==> src/rtl/mux_ser_pkg.sv <==
// Shared constants and state type for the 4-lane parallel-to-serial stage.
package mux_ser_pkg;
  localparam int LANES = 4;
  localparam int SEL_W = 2;

  typedef enum logic {
    IDLE  = 1'b0,
    SHIFT = 1'b1
  } ser_state_t;
endpackage

==> src/rtl/lane_mux4.sv <==
// DATA_W-wide combinational 4:1 lane select out of a packed 4-lane word
// (lane a in the low bits, lane d in the high bits).
module lane_mux4 #(
  parameter int DATA_W = 1
) (
  input  logic [4*DATA_W-1:0] word_i,
  input  logic [1:0]          sel_i,
  output logic [DATA_W-1:0]   lane_o
);

  // pick one lane of the word
  always_comb begin
    lane_o = word_i[DATA_W-1:0];
    case (sel_i)
      2'd0: lane_o = word_i[DATA_W-1:0];
      2'd1: lane_o = word_i[2*DATA_W-1:DATA_W];
      2'd2: lane_o = word_i[3*DATA_W-1:2*DATA_W];
      2'd3: lane_o = word_i[4*DATA_W-1:3*DATA_W];
      default: lane_o = word_i[DATA_W-1:0];
    endcase
  end

endmodule

==> src/rtl/mux_serializer4.sv <==
// 4-lane parallel-to-serial stage: takes one word over valid/ready and emits
// lanes a,b,c,d one per accepted beat with a registered data output.
// Optional feature macro: SER_PARITY_EN adds out_par (even parity of the
// whole word, shown on the last beat only).
//
//  state | meaning
//  IDLE  | no word held, in_ready=1, out_valid=0
//  SHIFT | word held, out_data/out_sel show the current lane
module mux_serializer4
  import mux_ser_pkg::*;
#(
  parameter int DATA_W = 1
) (
  input  logic                clk,
  input  logic                rst_n,
  input  logic                in_valid,
  output logic                in_ready,
  input  logic [4*DATA_W-1:0] in_data,
  output logic                out_valid,
  input  logic                out_ready,
  output logic [DATA_W-1:0]   out_data,
  output logic [SEL_W-1:0]    out_sel,
  output logic                out_last
`ifdef SER_PARITY_EN
  ,
  output logic                out_par
`endif
);

  ser_state_t          state_q, state_d;
  logic [4*DATA_W-1:0] word_q, word_d;
  logic [SEL_W-1:0]    sel_q, sel_d;
  logic [DATA_W-1:0]   data_q, data_d;

  logic                xfer;
  logic                last_xfer;
  logic                load;
  logic [4*DATA_W-1:0] mux_word;
  logic [SEL_W-1:0]    mux_sel;
  logic [DATA_W-1:0]   lane_nxt;

  assign out_valid = (state_q == SHIFT);
  assign out_last  = out_valid && (sel_q == 2'd3);
  assign out_data  = data_q;
  assign out_sel   = sel_q;

  assign xfer      = out_valid && out_ready;
  assign last_xfer = xfer && out_last;
  assign in_ready  = (state_q == IDLE) || last_xfer;
  assign load      = in_valid && in_ready;

  // On a load the mux looks at the incoming word directly so lane a is
  // registered in the same edge that captures the word.
  assign mux_word = load ? in_data : word_q;
  assign mux_sel  = load ? 2'd0 : (sel_q + 2'd1);

  lane_mux4 #(.DATA_W(DATA_W)) u_lane_mux (
    .word_i (mux_word),
    .sel_i  (mux_sel),
    .lane_o (lane_nxt)
  );

  // next-state: load wins over the last-beat return to IDLE (back-to-back words)
  always_comb begin
    state_d = state_q;
    word_d  = word_q;
    sel_d   = sel_q;
    data_d  = data_q;
    if (load) begin
      state_d = SHIFT;
      word_d  = in_data;
      sel_d   = '0;
      data_d  = lane_nxt;
    end else if (last_xfer) begin
      state_d = IDLE;
      sel_d   = '0;
    end else if (xfer) begin
      sel_d  = sel_q + 2'd1;
      data_d = lane_nxt;
    end
  end

  // state, word, lane counter and output register
  always_ff @(posedge clk or negedge rst_n) begin
    if (!rst_n) begin
      state_q <= IDLE;
      word_q  <= '0;
      sel_q   <= '0;
      data_q  <= '0;
    end else begin
      state_q <= state_d;
      word_q  <= word_d;
      sel_q   <= sel_d;
      data_q  <= data_d;
    end
  end

`ifdef SER_PARITY_EN
  logic par_q;

  // parity of the whole word, captured once at load
  always_ff @(posedge clk or negedge rst_n) begin
    if (!rst_n) begin
      par_q <= 1'b0;
    end else if (load) begin
      par_q <= ^in_data;
    end
  end

  assign out_par = par_q && out_last;
`endif

endmodule
==> config.mk <==
export PLATFORM = sky130hd
export DESIGN_NAME = mux_serializer4
export DESIGN_NICKNAME = d
export VERILOG_FILES = /design/src/rtl/mux_ser_pkg.sv /design/src/rtl/lane_mux4.sv /design/src/rtl/mux_serializer4.sv
export SDC_FILE = /design/constraint.sdc
export NUM_CORES = 1
export LEC_CHECK = 0
export ABC_AREA = 1
export BUFFER_PORTS_ARGS = -buffer_cell sky130_fd_sc_hd__buf_2
export CORE_AREA = 5 5 42 44
export CTS_BUF_LIST = sky130_fd_sc_hd__clkbuf_4
export DETAILED_ROUTE_END_ITERATION = 16
export DIE_AREA = 0 0 47 49
export PLACE_DENSITY = 0.64
export REMOVE_ABC_BUFFERS = 1
export SLEW_MARGIN = 40
export SYNTH_ARGS = -nofsm -noshare
export SYNTH_HDL_FRONTEND = slang
export SYNTH_SLANG_ARGS = --single-unit
==> constraint.sdc <==
create_clock -name clk -period 1.3 [get_ports clk]
set_input_delay 0 -clock clk [delete_from_list [all_inputs] [get_ports clk]]
set_output_delay 0 -clock clk [all_outputs]
set_load 0.005 [all_outputs]
==> results.yml, run 1 <==
grt:
  grt_usage: 0.108
  grt_pass1_vias: 419
  antenna_found_initial: 0
  grt_pass1_wl_um: 1700
  overflow: 0
  grt_max_degree: 9
cells_and_area:
  final_util: 0.513
  fill_cells: 148
  fin_cells: 99
  diodes: 0
  nets: 94
  fin_area_um2: 718
  syn_to_final_growth_pct: 66.4
  drive_above_1_share: 0.506
floorplan:
  coreArea_um2: 1400
  num_rows: 14
  ios: 14
  initial_core_util: 0.308
  die_area_um2: 2300
  die_w_um: 47
  dieHeight_um: 49
placed_design:
  portBuffers: 13
  hpwl_um: 737
  dpl-instance-area_um2: 584
  gp_congestion: 0.713
  place_inst: 91
  place_worst_setup_slack_ps: -93.7
sta:
  layout_setup_ws_ps: -33.9
  skew_ps: 5.07
  fmaxAchievable_mhz: 750
  maxSlewHeadroom: 0.874
  setup_violations: 2
  tightest_slew_ps: 188
  min_period_ps: 1330
  maxSlewViolCount: 0
  rsz0062_at_grt: "yes"
  fin_crit_sh: 1.03
  hold_viol: 0
cts:
  clk_pin_slew_worst_paths_ps: 60
  cts_tree: "done"
  cts_sinks: 8
  cts_inserted_buffers: 3
  clock_latency_ps: 260
  cts_buffer_depth: 2
  clock-root-buffer: "clkbuf_4"
  cts_max_level: 1
drt:
  drc_errors: 0
  antenna_left: 0
  dr.pass1.iters: 3
  via_per_inst: 4.47
  wl_um: 1000
  wl_per_cell_um: 10.1
  drt_iter0_drc: 4
  vias: 443
yosys:
  seq_area_frac_synth: 0.464
  synth.avg_cell_area_um2: 8.14
  yosysUniqueCellTypes: 14
  ys_seq_elements: 8
  synth_warnings: 0
  syn_area_um2: 432
  synth_cells: 53
pwr:
  p_sw_mw: 0.594
  power.internal_mw: 0.927
  seqPwrFrac: 0.287
  clkPwrFrac: 0.126
  power_frac_comb: 0.587
  p_per_area_nw_per_um2: 2120
  switching_share: 0.390
  power_mw: 1.52
  p_leak_nw: 0.378
  ir_worst_vdd_v: 0.000793
setup_path:
  startpoint_type: "flop"
  crit_arrival_ps: 1480
  cp.required_ps: 1440
  end_kind: "flop"
  crit_fanout: 8
  criticalPathCategory: "reg2reg"
outcome:
  violations: "negative setup slack"
  status: "finished, violations left"
job:
  drv_cap: 0
min_path:
  hold_class: "in2reg"
## power by group through the flow
stage	Combinational, mW	Clock [mW]	Sequential, mW
2_1_floorplan	0.432	0	0.422
3_3_place_gp	0.729	0	0.409
3_5_place_dp	0.740	0	0.414
4_1_cts	0.855	0.204	0.420
5_1_grt	1.01	0.209	0.447
6_report	0.894	0.191	0.437
## worst paths after layout
kind,to,slack [ps],cells after the start,startpoint
min in group asynchronous,out_sel[1]$_DFFE_PN0P_,120,2,rst_n
max in group asynchronous,out_valid$_DFFE_PN0P_,1000,2,rst_n
setup reg to reg,out_data$_DFFE_PN0P_,-30,10,out_sel[0]$_DFFE_PN0P_
hold / removal,out_valid$_DFFE_PN0P_,90,3,in_valid
setup / recovery,out_data$_DFFE_PN0P_,-30,10,out_sel[0]$_DFFE_PN0P_
hold reg to reg,out_data$_DFFE_PN0P_,480,2,out_data$_DFFE_PN0P_
## cell usage after synthesis (all sizes together)
master	n	share of area
a21oi	2	0.041
and2	1	0.015
dfrtp	8	0.46
ha	1	0.029
inv	7	0.061
nand2	23	0.24
nand3	6	0.093
nor2	1	0.0087
o21ai	3	0.035
o22ai	1	0.015
## sequential cells by signal (all words and copies together) (netlist names)
signal	flops
out_data	1
out_sel	2
out_valid	1
word_q	4
## through the flow
step           TNS [ps]  hold slack [ps]
4_1_cts            -117             74.5
2_1_floorplan     -46.2             -296
3_3_place_gp      -83.0             -146
3_5_place_dp       -130             -144
5_1_grt            -322              100
6_report          -55.6             85.6
## cells in the final DEF (no fill, tap or decap)
cell type and count:
dlygate4sd3_1 4, ha_4 1, nand2_2 4, nor2_2 1
a21oi_4 1, nand2_8 1, and2_1 1, nand2_4 2
inv_1 7, o22ai_1 1, buf_4 10, nand3_2 2
nand2_1 16, nand3_4 1, dfrtp_2 1, clkbuf_4 3
o21ai_2 1, a21oi_2 1, nand3_1 3, dfrtp_1 7
buf_2 13, o21ai_0 2
## cell type report
class,instances,area (um2),area share
Inverter,7,26.3,0.0366
Sequential cell,8,201,0.280
Tap cell,16,20.0,0.0279
Clock buffer,3,22.5,0.0314
Multi-Input combinational cell,38,268,0.373
Timing Repair Buffer,27,180,0.251
## metal layers
metal,global-route usage,vias to the layer above,share of wire
met5,0,-,0
met4,0.0968,0,0.028
met3,0.0221,4,0.054
met2,0.174,10,0.52
met1,0.110,201,0.39
li1,-,228,-
## cells by family after synthesis
family,after synthesis,synth area share
buffers and inverters,7,0.0609
AND/OR/NAND/NOR,31,0.357
AO/OA/AOI/OAI,6,0.0899
adder cells (fa/ha/maj),1,0.0290
flip-flops,8,0.464
## worst max-delay path, cell delays in order, from the launching register on
cell and delay [ps]:
dfrtp_1 400, ha_4 170, nand3_4 90, nand2_4 120
nand2_8 80, nand2_2 80, nand3_2 60, nand2_1 70
nand2_1 50, nand2_1 50, nand2_1 40
## repair_timing
item / 4_1_cts / 5_1_grt
pin swaps: 8 / 4
resized for setup: 11 / 2
hold buffers: 4 / 0
endpoints found under the setup margin: 2 / 5
setup buffers: 1 / 0
hold endpoints to repair: 11 / 0
(Power assumes the default switching activity.)
==> run 2: changes to the inputs <==
Settings changed: CORE_AREA 5 5 42 44 to 2 2 39 41, DIE_AREA 0 0 47 49 to 0 0 41 43.
==> results.yml, run 2 (synthesis results as in run 1) <==
floorplan:
  coreArea_um2: 1380
  initial_core_util: 0.312
  ios: 14
  die_w_um: 41
  num_rows: 14
  dieHeight_um: 43
  die_area_um2: 1760
pwr:
  power.internal_mw: 0.921
  ir_worst_vdd_v: 0.000789
  p_sw_mw: 0.583
  power_frac_comb: 0.584
  switching_share: 0.388
  seqPwrFrac: 0.285
  clkPwrFrac: 0.130
  p_per_area_nw_per_um2: 2150
  power_mw: 1.50
  p_leak_nw: 0.373
cts:
  cts_sinks: 8
  clock_latency_ps: 260
  post_cts_buffers: 0
  cts_tree: "done"
  clk_pin_slew_worst_paths_ps: 60
  clock-root-buffer: "clkbuf_4"
  cts_buffer_depth: 2
  cts_inserted_buffers: 3
  cts_max_level: 1
sta:
  final.setup.tns_ps: 0
  fin_crit_sh: 0.996
  maxSlewHeadroom: 0.873
  skew_ps: 5.84
  maxSlewViolCount: 0
  holdWs_ps: 63.5
  rsz0062_at_grt: "yes"
  hold_viol: 0
  setup_violations: 0
  tightest_slew_ps: 190
  fmaxAchievable_mhz: 773
  min_period_ps: 1290
  layout_setup_ws_ps: 5.59
outcome:
  status: "finished clean"
cells_and_area:
  syn_to_final_growth_pct: 62.3
  diodes: 0
  largest_register_ffs: 4
  fin_cells: 98
  fin_area_um2: 701
  drive_above_1_share: 0.488
  nets: 93
  regMostFlops: "word_q"
  layout_common_cells: "nand2_1 (17), buf_2 (13), buf_4 (9)"
  final_util: 0.506
  mostFrequentLayoutCell: "nand2_1"
setup_path:
  r2r_start: "out_sel[1]$_DFFE_PN0P_"
  critPathSlowestCell: "dfrtp_1"
  crit_chain: "ha_4 -> nand3_4 -> nand2_4 -> nand2_8 -> nand2_2 -> nor2_2 -> a21oi_2 -> nand2_1 -> nand2_1"
  crit_fanout: 8
  rrSetupSlack_ps: 6
  end_kind: "flop"
  critPathLaunch: "out_sel[1]$_DFFE_PN0P_"
  startpoint_type: "flop"
  max_stage_delay_ps: 400
  crit_top_cell: "nand2_1"
  reg2reg_to: "out_data$_DFFE_PN0P_"
  cp.required_ps: 1440
  crit_arrival_ps: 1440
  reg2reg_depth: 9
  criticalPathCategory: "reg2reg"
grt:
  antenna_found_initial: 0
  grt_usage: 0.135
  grt_pass1_wl_um: 1510
  grt_max_degree: 9
  grt_pass1_vias: 396
  overflow: 0
drt:
  wl_um: 970
  wl_per_cell_um: 9.90
  drc_errors: 0
  drt_iter0_drc: 5
  antenna_left: 0
  dr.pass1.iters: 4
  vias: 460
  via_per_inst: 4.69
min_path:
  min_from: "in_valid"
  timing.hold.worst_path_depth: 3
  hold_class: "in2reg"
  holdPathEnd: "out_valid$_DFFE_PN0P_"
placed_design:
  gp_congestion: 0.699
  place_inst: 91
  hpwl_um: 689
  place_worst_setup_slack_ps: -82.0
  portBuffers: 13
  dpl-instance-area_um2: 584
job:
  drv_cap: 0
run 2: cell types whose count changed in the layout (fill, tap and decap cells not counted):
cell / previous run / this run
a21oi_2: 1 / 2
a21oi_4: 1 / 0
buf_4: 10 / 9
nand2_1: 16 / 17
nand2_2: 4 / 3
run 2: area by class of cell:
class | instances | area (um2)
inverters | 7 | 26.3
clock buffers | 3 | 22.5
flip-flops and latches | 8 | 201
well taps | 16 | 20.0
repair buffers | 26 | 173
fillers | 141 | 683
multi-input cells | 38 | 258
run 2: power by group through the flow:
| stage | registers, mW | logic (mW) | clock network (mW) |
|---|---|---|---|
| global placement | 0.409 | 0.731 | 0 |
| floorplan | 0.422 | 0.432 | 0 |
| global route | 0.444 | 0.999 | 0.216 |
| finish | 0.429 | 0.878 | 0.196 |
| detailed placement | 0.412 | 0.735 | 0 |
| CTS | 0.429 | 0.882 | 0.210 |
run 2: worst max path at each step:
| stage | depth (start not counted) | to | slack (ps) |
|---|---|---|---|
| final | 9 | out_data$_DFFE_PN0P_ | 6 |
| after global routing | 10 | out_data$_DFFE_PN0P_ | -100 |
| after CTS | 10 | out_data$_DFFE_PN0P_ | -20 |
| after detailed placement | 9 | out_data$_DFFE_PN0P_ | -80 |
| after global placement | 9 | out_data$_DFFE_PN0P_ | -60 |
| after floorplan | 9 | out_data$_DFFE_PN0P_ | -50 |
run 2: repair_timing:
| item | 4_1_cts | 5_1_grt |
|---|---|---|
| setup endpoints to repair | 2 | 4 |
| hold endpoints to repair | 11 | 0 |
| gates resized for setup | 11 | 0 |
| hold buffers | 4 | 0 |
| pin swaps | 3 | 2 |
run 2: critical path: cells and delay by family, from the launching register on:
| kind | cells | cell delay, ps |
|---|---|---|
| AND/OR/NAND/NOR | 7 | 540 |
| adder cells (fa/ha/maj) | 1 | 180 |
| flip-flops | 1 | 400 |
| AO/OA/AOI/OAI | 1 | 60 |
run 2: layer usage:
layer	share of wire	up-vias	wire, um	track usage
li1	-	232	-	-
met1	0.40	213	388	0.145
met2	0.53	13	516	0.213
met3	0.053	2	51	0.0314
met4	0.014	0	14	0.100
met5	0	-	0	0
